$ cat src/rtl/mem_port_arbiter.sv
// Two-requester arbiter for the unified RAM's data port: CPU (requester 0) and
// IO master (requester 1), round-robin on ties, ISSUE/RESP sequencing per access.
//
// state | meaning
// IDLE  | no access in flight; arbitrate on incoming requests
// ISSUE | registered RAM strobes/address driven, winner's gnt pulses
// RESP  | RAM read data arriving; capture it and arbitrate for the next access
module mem_port_arbiter #(
    parameter int WIDTH         = 16,
    parameter int RAM_ADDR_BITS = 16
) (
    input  logic                     clk,
    input  logic                     reset,
    input  logic                     cpu_req,
    input  logic                     cpu_we,
    input  logic [RAM_ADDR_BITS-1:0] cpu_adr,
    input  logic [WIDTH-1:0]         cpu_wdata,
    output logic                     cpu_gnt,
    output logic                     cpu_rvalid,
    output logic [WIDTH-1:0]         cpu_rdata,
    input  logic                     io_req,
    input  logic                     io_we,
    input  logic [RAM_ADDR_BITS-1:0] io_adr,
    input  logic [WIDTH-1:0]         io_wdata,
    output logic                     io_gnt,
    output logic                     io_rvalid,
    output logic [WIDTH-1:0]         io_rdata,
    output logic                     mem_en,
    output logic                     mem_memwrite,
    output logic                     mem_memread,
    output logic [RAM_ADDR_BITS-1:0] mem_adr,
    output logic [WIDTH-1:0]         mem_writedata,
    input  logic [WIDTH-1:0]         mem_memdata
);

    typedef enum logic [1:0] {IDLE, ISSUE, RESP} state_t;

    state_t                   state_q, state_d;
    logic                     last_q, last_d;   // 1 = IO won most recently
    logic                     sel_q, sel_d;     // 1 = IO owns the access in flight
    logic                     we_q, we_d;
    logic                     mem_en_q, mem_en_d;
    logic                     mem_wr_q, mem_wr_d;
    logic                     mem_rd_q, mem_rd_d;
    logic [RAM_ADDR_BITS-1:0] mem_adr_q, mem_adr_d;
    logic [WIDTH-1:0]         mem_wdata_q, mem_wdata_d;
    logic                     cpu_gnt_q, cpu_gnt_d;
    logic                     io_gnt_q, io_gnt_d;
    logic                     cpu_rvalid_q, cpu_rvalid_d;
    logic                     io_rvalid_q, io_rvalid_d;
    logic [WIDTH-1:0]         cpu_rdata_q, cpu_rdata_d;
    logic [WIDTH-1:0]         io_rdata_q, io_rdata_d;
    logic                     pick_io;
    logic                     pick_we;

    // IO wins when alone, or on a tie when the CPU went last.
    assign pick_io = io_req & (~cpu_req | ~last_q);
    assign pick_we = pick_io ? io_we : cpu_we;

    always_comb begin
        state_d      = state_q;
        last_d       = last_q;
        sel_d        = sel_q;
        we_d         = we_q;
        mem_en_d     = 1'b0;
        mem_wr_d     = 1'b0;
        mem_rd_d     = 1'b0;
        mem_adr_d    = mem_adr_q;
        mem_wdata_d  = mem_wdata_q;
        cpu_gnt_d    = 1'b0;
        io_gnt_d     = 1'b0;
        cpu_rvalid_d = 1'b0;
        io_rvalid_d  = 1'b0;
        cpu_rdata_d  = cpu_rdata_q;
        io_rdata_d   = io_rdata_q;

        case (state_q)
            IDLE, RESP: begin
                if (state_q == RESP && !we_q) begin
                    if (sel_q) begin
                        io_rdata_d  = mem_memdata;
                        io_rvalid_d = 1'b1;
                    end else begin
                        cpu_rdata_d  = mem_memdata;
                        cpu_rvalid_d = 1'b1;
                    end
                end
                if (cpu_req || io_req) begin
                    state_d     = ISSUE;
                    sel_d       = pick_io;
                    last_d      = pick_io;
                    we_d        = pick_we;
                    mem_en_d    = 1'b1;
                    mem_wr_d    = pick_we;
                    mem_rd_d    = ~pick_we;
                    mem_adr_d   = pick_io ? io_adr : cpu_adr;
                    mem_wdata_d = pick_io ? io_wdata : cpu_wdata;
                    cpu_gnt_d   = ~pick_io;
                    io_gnt_d    = pick_io;
                end else begin
                    state_d = IDLE;
                end
            end
            ISSUE:   state_d = RESP;
            default: state_d = IDLE;
        endcase
    end

    always_ff @(posedge clk) begin
        if (reset) begin
            state_q      <= IDLE;
            last_q       <= 1'b1;
            sel_q        <= 1'b0;
            we_q         <= 1'b0;
            mem_en_q     <= 1'b0;
            mem_wr_q     <= 1'b0;
            mem_rd_q     <= 1'b0;
            mem_adr_q    <= '0;
            mem_wdata_q  <= '0;
            cpu_gnt_q    <= 1'b0;
            io_gnt_q     <= 1'b0;
            cpu_rvalid_q <= 1'b0;
            io_rvalid_q  <= 1'b0;
            cpu_rdata_q  <= '0;
            io_rdata_q   <= '0;
        end else begin
            state_q      <= state_d;
            last_q       <= last_d;
            sel_q        <= sel_d;
            we_q         <= we_d;
            mem_en_q     <= mem_en_d;
            mem_wr_q     <= mem_wr_d;
            mem_rd_q     <= mem_rd_d;
            mem_adr_q    <= mem_adr_d;
            mem_wdata_q  <= mem_wdata_d;
            cpu_gnt_q    <= cpu_gnt_d;
            io_gnt_q     <= io_gnt_d;
            cpu_rvalid_q <= cpu_rvalid_d;
            io_rvalid_q  <= io_rvalid_d;
            cpu_rdata_q  <= cpu_rdata_d;
            io_rdata_q   <= io_rdata_d;
        end
    end

    assign mem_en        = mem_en_q;
    assign mem_memwrite  = mem_wr_q;
    assign mem_memread   = mem_rd_q;
    assign mem_adr       = mem_adr_q;
    assign mem_writedata = mem_wdata_q;
    assign cpu_gnt       = cpu_gnt_q;
    assign io_gnt        = io_gnt_q;
    assign cpu_rvalid    = cpu_rvalid_q;
    assign io_rvalid     = io_rvalid_q;
    assign cpu_rdata     = cpu_rdata_q;
    assign io_rdata      = io_rdata_q;

endmodule

$ cat config.mk
export PLATFORM = sky130hd
export DESIGN_NAME = mem_port_arbiter
export DESIGN_NICKNAME = d
export VERILOG_FILES = /design/src/rtl/mem_port_arbiter.sv
export SDC_FILE = /design/constraint.sdc
export NUM_CORES = 1
export LEC_CHECK = 0
export BUFFER_PORTS_ARGS = -buffer_cell sky130_fd_sc_hd__buf_2
export CORE_MARGIN = 2
export CORE_UTILIZATION = 44
export DETAILED_ROUTE_END_ITERATION = 10
export PLACE_DENSITY_LB_ADDON = 0.1
export SYNTH_ARGS = -nofsm -noshare
export SYNTH_HDL_FRONTEND = slang
export SYNTH_SLANG_ARGS = --single-unit
$ cat constraint.sdc
create_clock -name clk -period 1.9 [get_ports clk]
set_clock_uncertainty 0.05 [all_clocks]
set_input_delay 0.285 -clock clk [delete_from_list [all_inputs] [get_ports clk]]
set_output_delay 0.285 -clock clk [all_outputs]
set_load 0.03 [all_outputs]
==> report_table.html <==
<table>
<tr><th>Metric</th><th>Value</th></tr>
<tr><th colspan="2">Final layout</th></tr>
<tr><td>Fraction of layout cells with a size suffix above 1</td><td>41.3%</td></tr>
<tr><td>Combined area of the multi-input logic cells</td><td>1170 um2</td></tr>
<tr><td>Net count of the finished layout</td><td>525</td></tr>
<tr><td>Fill cells</td><td>591</td></tr>
<tr><td>Area of all placed cells without fillers</td><td>3870 um2</td></tr>
<tr><td>Number of antenna repair diodes</td><td>0</td></tr>
<tr><td>Signed area change from the synthesized netlist to the final layout</td><td>37.0%</td></tr>
<tr><td>Storage cell area</td><td>1520 um2</td></tr>
<tr><th colspan="2">Pwr</th></tr>
<tr><td>Total net switching power</td><td>0.973 mW</td></tr>
<tr><td>Power after layout</td><td>3.61 mW</td></tr>
<tr><td>Combinational share of power</td><td>17.0%</td></tr>
<tr><td>Internal power</td><td>2.64 mW</td></tr>
<tr><td>Static power due to leakage</td><td>1.78 nW</td></tr>
<tr><td>Power density over cell area</td><td>934 nW/um2</td></tr>
<tr><td>Register share of total power</td><td>48.1%</td></tr>
<tr><td>Peak ir drop on the vdd network</td><td>610 uV</td></tr>
<tr><td>Part of the total power dissipated in the clock network</td><td>34.8%</td></tr>
<tr><td>Switching power as a share of total power</td><td>26.9%</td></tr>
<tr><th colspan="2">CTS</th></tr>
<tr><td>Clock tree root buffer cell</td><td>sky130_fd_sc_hd__clkbuf_8</td></tr>
<tr><td>Number of buffers created by CTS</td><td>9</td></tr>
<tr><td>Later-pin clock latency in the skew report</td><td>0.34 ns</td></tr>
<tr><td>Count of hold buffers inserted by post-cts repair</td><td>0</td></tr>
<tr><td>Resized Gates After CTS</td><td>0</td></tr>
<tr><td>Clock tree from TritonCTS</td><td>yes</td></tr>
<tr><td>Number of clock sinks</td><td>76</td></tr>
<tr><td>Maximum count of clock buffers along a single path</td><td>2</td></tr>
<tr><td># Post-CTS Setup Buffers</td><td>0</td></tr>
<tr><td>Clock slew at reported path FFs</td><td>0.08 ns</td></tr>
<tr><td>H-Tree Depth</td><td>3</td></tr>
<tr><th colspan="2">Timing</th></tr>
<tr><td>Time the final worst path needs with I/O delays and setup</td><td>1.67 ns</td></tr>
<tr><td>Summed negative setup slack over all endpoints</td><td>0 ns</td></tr>
<tr><td>RSZ-0062 raised after global routing</td><td>no</td></tr>
<tr><td>Worst slew slack as a fraction of its limit</td><td>62.5%</td></tr>
<tr><td>Count of final max-slew check failures</td><td>0</td></tr>
<tr><td>Setup Viol. Count Final</td><td>0</td></tr>
<tr><td>Final critical-path share of the clock period</td><td>87.7%</td></tr>
<tr><td>Maximum achievable frequency</td><td>600 MHz</td></tr>
<tr><td>Transition time of the tightest slew-check pin</td><td>0.561 ns</td></tr>
<tr><td>Final hold viol count</td><td>0</td></tr>
<tr><th colspan="2">Setup path</th></tr>
<tr><td>Delay of the slowest cell on the worst path</td><td>0.76 ns</td></tr>
<tr><td>FF-to-FF End</td><td>cpu_rdata[9]$_SDFFE_PP0P_</td></tr>
<tr><td>Required time at the worst-slack endpoint</td><td>2.06 ns</td></tr>
<tr><td>Element type at the critical path end</td><td>register</td></tr>
<tr><td>Reg-to-reg critical path startpoint</td><td>state_q[0]$_SDFF_PP0_</td></tr>
<tr><td>CP Cell Sequence</td><td>buf_4 &gt; or4b_1 &gt; nand2_1 &gt; a21oi_1</td></tr>
<tr><td>Critical Path Start Type</td><td>register</td></tr>
<tr><td>Sum of buffers and inverters on the critical path</td><td>1</td></tr>
<tr><td>Depth of the worst register-to-register path</td><td>4</td></tr>
<tr><td>Family with the most delay on the worst path</td><td>simple AND/OR/NAND/NOR gates</td></tr>
<tr><td>Maximum fanout along the worst path</td><td>17</td></tr>
<tr><td>Crit path kind</td><td>reg2reg</td></tr>
<tr><td>Slack of the worst reg-to-reg path</td><td>0.23 ns</td></tr>
<tr><td>Slowest stage cell, crit path</td><td>sky130_fd_sc_hd__or4b_1</td></tr>
<tr><td>Critical Path AT</td><td>1.82 ns</td></tr>
<tr><th colspan="2">Placement</th></tr>
<tr><td>Final weighted congestion of routability-driven global placement</td><td>0.766</td></tr>
<tr><td>DP Wirelength</td><td>5.26 mm</td></tr>
<tr><td>Cell area after placement</td><td>3670 um2</td></tr>
<tr><td>Number of buffer cells added on primary ports</td><td>156</td></tr>
<tr><th colspan="2">Yosys</th></tr>
<tr><td>Post-synthesis net count</td><td>373</td></tr>
<tr><td>Netlist area before placement</td><td>2820 um2</td></tr>
<tr><td>Synth Instances</td><td>287</td></tr>
<tr><td>Mean post-synth cell area</td><td>9.84 um2</td></tr>
<tr><td>Library cells used by synthesis</td><td>25</td></tr>
<tr><td>Flip-flop and latch count after synthesis</td><td>76</td></tr>
<tr><td>Sequential cell area fraction in the yosys report</td><td>53.9%</td></tr>
<tr><td>Synthesis warning total</td><td>0</td></tr>
<tr><th colspan="2">Hold path</th></tr>
<tr><td>Hold Crit Class</td><td>in2reg</td></tr>
<tr><td>Worst hold start</td><td>cpu_adr[1]</td></tr>
<tr><td>Destination of the worst hold path</td><td>mem_adr[1]$_SDFFE_PP0P_</td></tr>
<tr><td>Instance count along the most critical hold path</td><td>2</td></tr>
<tr><th colspan="2">Routing</th></tr>
<tr><td>Ratio of routed vias to standard cells</td><td>5.14</td></tr>
<tr><td>Per-cell routed wire length</td><td>14.1 um</td></tr>
<tr><td>Initial drt markers</td><td>84</td></tr>
<tr><td>Drt first pass iters</td><td>4</td></tr>
<tr><td>Drc violations</td><td>0</td></tr>
<tr><td>Total length of routed wires</td><td>7.34 mm</td></tr>
<tr><td>Number of nets still failing antenna checks after routing</td><td>0</td></tr>
<tr><td>Vias</td><td>2,674</td></tr>
<tr><th colspan="2">Die</th></tr>
<tr><td>Horizontal extent of the die</td><td>84.1 um</td></tr>
<tr><td>Height of the die</td><td>84.1 um</td></tr>
<tr><td>Core Rows</td><td>29</td></tr>
<tr><td>CORE AREA</td><td>6280 um2</td></tr>
<tr><td>Total Die Area</td><td>7070 um2</td></tr>
<tr><td>Initial cell density of the core</td><td>45.0%</td></tr>
<tr><td>Ports</td><td>157</td></tr>
<tr><th colspan="2">GRT</th></tr>
<tr><td>Antenna violations before repair</td><td>0</td></tr>
<tr><td>Wire length of the first global-routing pass</td><td>11.9 mm</td></tr>
<tr><td>Vias in the first global route</td><td>2,594</td></tr>
<tr><td>Maximum number of pins on one net before global-route repair</td><td>38</td></tr>
<tr><td>Tot GR Track Use</td><td>20.8%</td></tr>
<tr><td>Overflow left after global routing</td><td>0</td></tr>
<tr><th colspan="2">Job</th></tr>
<tr><td>Number of max-cap violations</td><td>0</td></tr>
<tr><th colspan="2">Outcome</th></tr>
<tr><td>Status</td><td>completed</td></tr>
</table>
==> Yosys cell counts <==
cell type	count	area, um2
sky130_fd_sc_hd__nand2b_1	3	18.8
sky130_fd_sc_hd__mux2i_1	1	10.0
sky130_fd_sc_hd__buf_1	1	3.75
sky130_fd_sc_hd__a211oi_2	1	12.5
sky130_fd_sc_hd__nor3b_1	33	248
sky130_fd_sc_hd__nor4b_4	1	23.8
sky130_fd_sc_hd__a21boi_1	1	7.51
sky130_fd_sc_hd__nor3b_4	1	18.8
sky130_fd_sc_hd__nand2_1	65	244
sky130_fd_sc_hd__and2_1	1	6.26
sky130_fd_sc_hd__buf_6	4	45.0
sky130_fd_sc_hd__a21o_1	1	7.51
sky130_fd_sc_hd__o2bb2ai_1	1	8.76
sky130_fd_sc_hd__o21ba_1	1	10.0
sky130_fd_sc_hd__buf_2	9	45.0
sky130_fd_sc_hd__nor4bb_1	1	10.0
sky130_fd_sc_hd__a211o_1	1	8.76
sky130_fd_sc_hd__clkbuf_1	11	41.3
sky130_fd_sc_hd__or4b_1	1	10.0
sky130_fd_sc_hd__a221o_1	32	320
sky130_fd_sc_hd__dfxtp_1	76	1520
sky130_fd_sc_hd__inv_1	2	7.51
sky130_fd_sc_hd__a21oi_1	33	165
sky130_fd_sc_hd__nor2_1	5	18.8
sky130_fd_sc_hd__nand4bb_1	1	11.3
==> final cells by class <==
class | instances | area share (%)
timing repair buffer | 166 | 22.4
clock buffer | 14 | 4.46
multi-input combinational | 184 | 30.3
clock inverter | 1 | 0.776
tap | 77 | 2.49
sequential | 76 | 39.3
inverter | 2 | 0.194
==> power by group through the flow <==
stage	logic (mW)	clock network [mW]	registers [mW]
after floorplan	0.213	0	1.95
after global placement	0.613	0	1.77
after detailed placement	0.621	0	1.77
after CTS	0.621	1.29	1.74
after global routing	0.660	1.37	1.75
final	0.615	1.26	1.74
==> worst reg2reg max path, delay by kind of cell, from the launching register on <==
family,cells,cell delay [ns]
compound gates,1,0.08
buf+inv,1,0.15
flops,1,0.33
simple gates,2,0.93
==> worst max path at each step <==
stage,cells past startpoint,end,slack (ns),start
after floorplan,5,mem_adr[0]$_SDFFE_PP0P_,0.44,state_q[0]$_SDFF_PP0_
after detailed placement,4,cpu_rdata[9]$_SDFFE_PP0P_,0.24,state_q[0]$_SDFF_PP0_
final,4,cpu_rdata[9]$_SDFFE_PP0P_,0.23,state_q[0]$_SDFF_PP0_
after global placement,4,cpu_rdata[10]$_SDFFE_PP0P_,0.26,state_q[0]$_SDFF_PP0_
after CTS,4,cpu_rdata[9]$_SDFFE_PP0P_,0.23,state_q[0]$_SDFF_PP0_
after global routing,4,cpu_rdata[3]$_SDFFE_PP0P_,0.12,state_q[0]$_SDFF_PP0_
==> layout by cell type (no fill, tap or decap), types with 2 or more instances in the layout <==
master / count
sky130_fd_sc_hd__a21oi_1: 33
sky130_fd_sc_hd__nor2_1: 5
sky130_fd_sc_hd__nand2b_1: 3
sky130_fd_sc_hd__buf_2: 156
sky130_fd_sc_hd__clkbuf_8: 12
sky130_fd_sc_hd__nor3b_1: 33
sky130_fd_sc_hd__inv_1: 2
sky130_fd_sc_hd__dfxtp_1: 76
sky130_fd_sc_hd__clkbuf_1: 2
sky130_fd_sc_hd__buf_4: 9
sky130_fd_sc_hd__a221o_1: 32
sky130_fd_sc_hd__nand2_1: 65
==> cell families after synthesis <==
group | Yosys count | synth area share (%)
flip-flops | 76 | 53.9
AO/OA/AOI/OAI | 71 | 19.1
AND/OR/NAND/NOR | 112 | 21.6
buffers and inverters | 27 | 5.05
multiplexers | 1 | 0.354
==> stage by stage <==
step | hold slack, ns | setup slack (ns) | cells | utilization (%)
after floorplan | 0.371 | 0.438 | 287 | -
after global placement | 0.388 | 0.255 | 505 | 58.4
after detailed placement | 0.395 | 0.243 | 505 | 58.4
after CTS | 0.0977 | 0.226 | 520 | 61.7
after global routing | 0.107 | 0.121 | 520 | 61.7
final | 0.115 | 0.234 | 520 | 61.7
==> sequential cells by signal, indices dropped and copies added, names as in the netlist, 2 cells and up <==
name and count:
cpu_rdata 16, io_rdata 16, mem_adr 16, mem_writedata 16
state_q 2
==> layer usage <==
layer / vias to the layer above / wire length, um / part of all wire [%] / global-route usage (%)
met2: 108 / 3400 / 46 / 34.3
met3: 15 / 588 / 8.0 / 6.73
met1: 1226 / 3170 / 43 / 25.0
met4: 0 / 172 / 2.3 / 8.36
li1: 1325 / - / - / -
met5: - / 0 / 0 / 0
(Power assumes the default switching activity.)
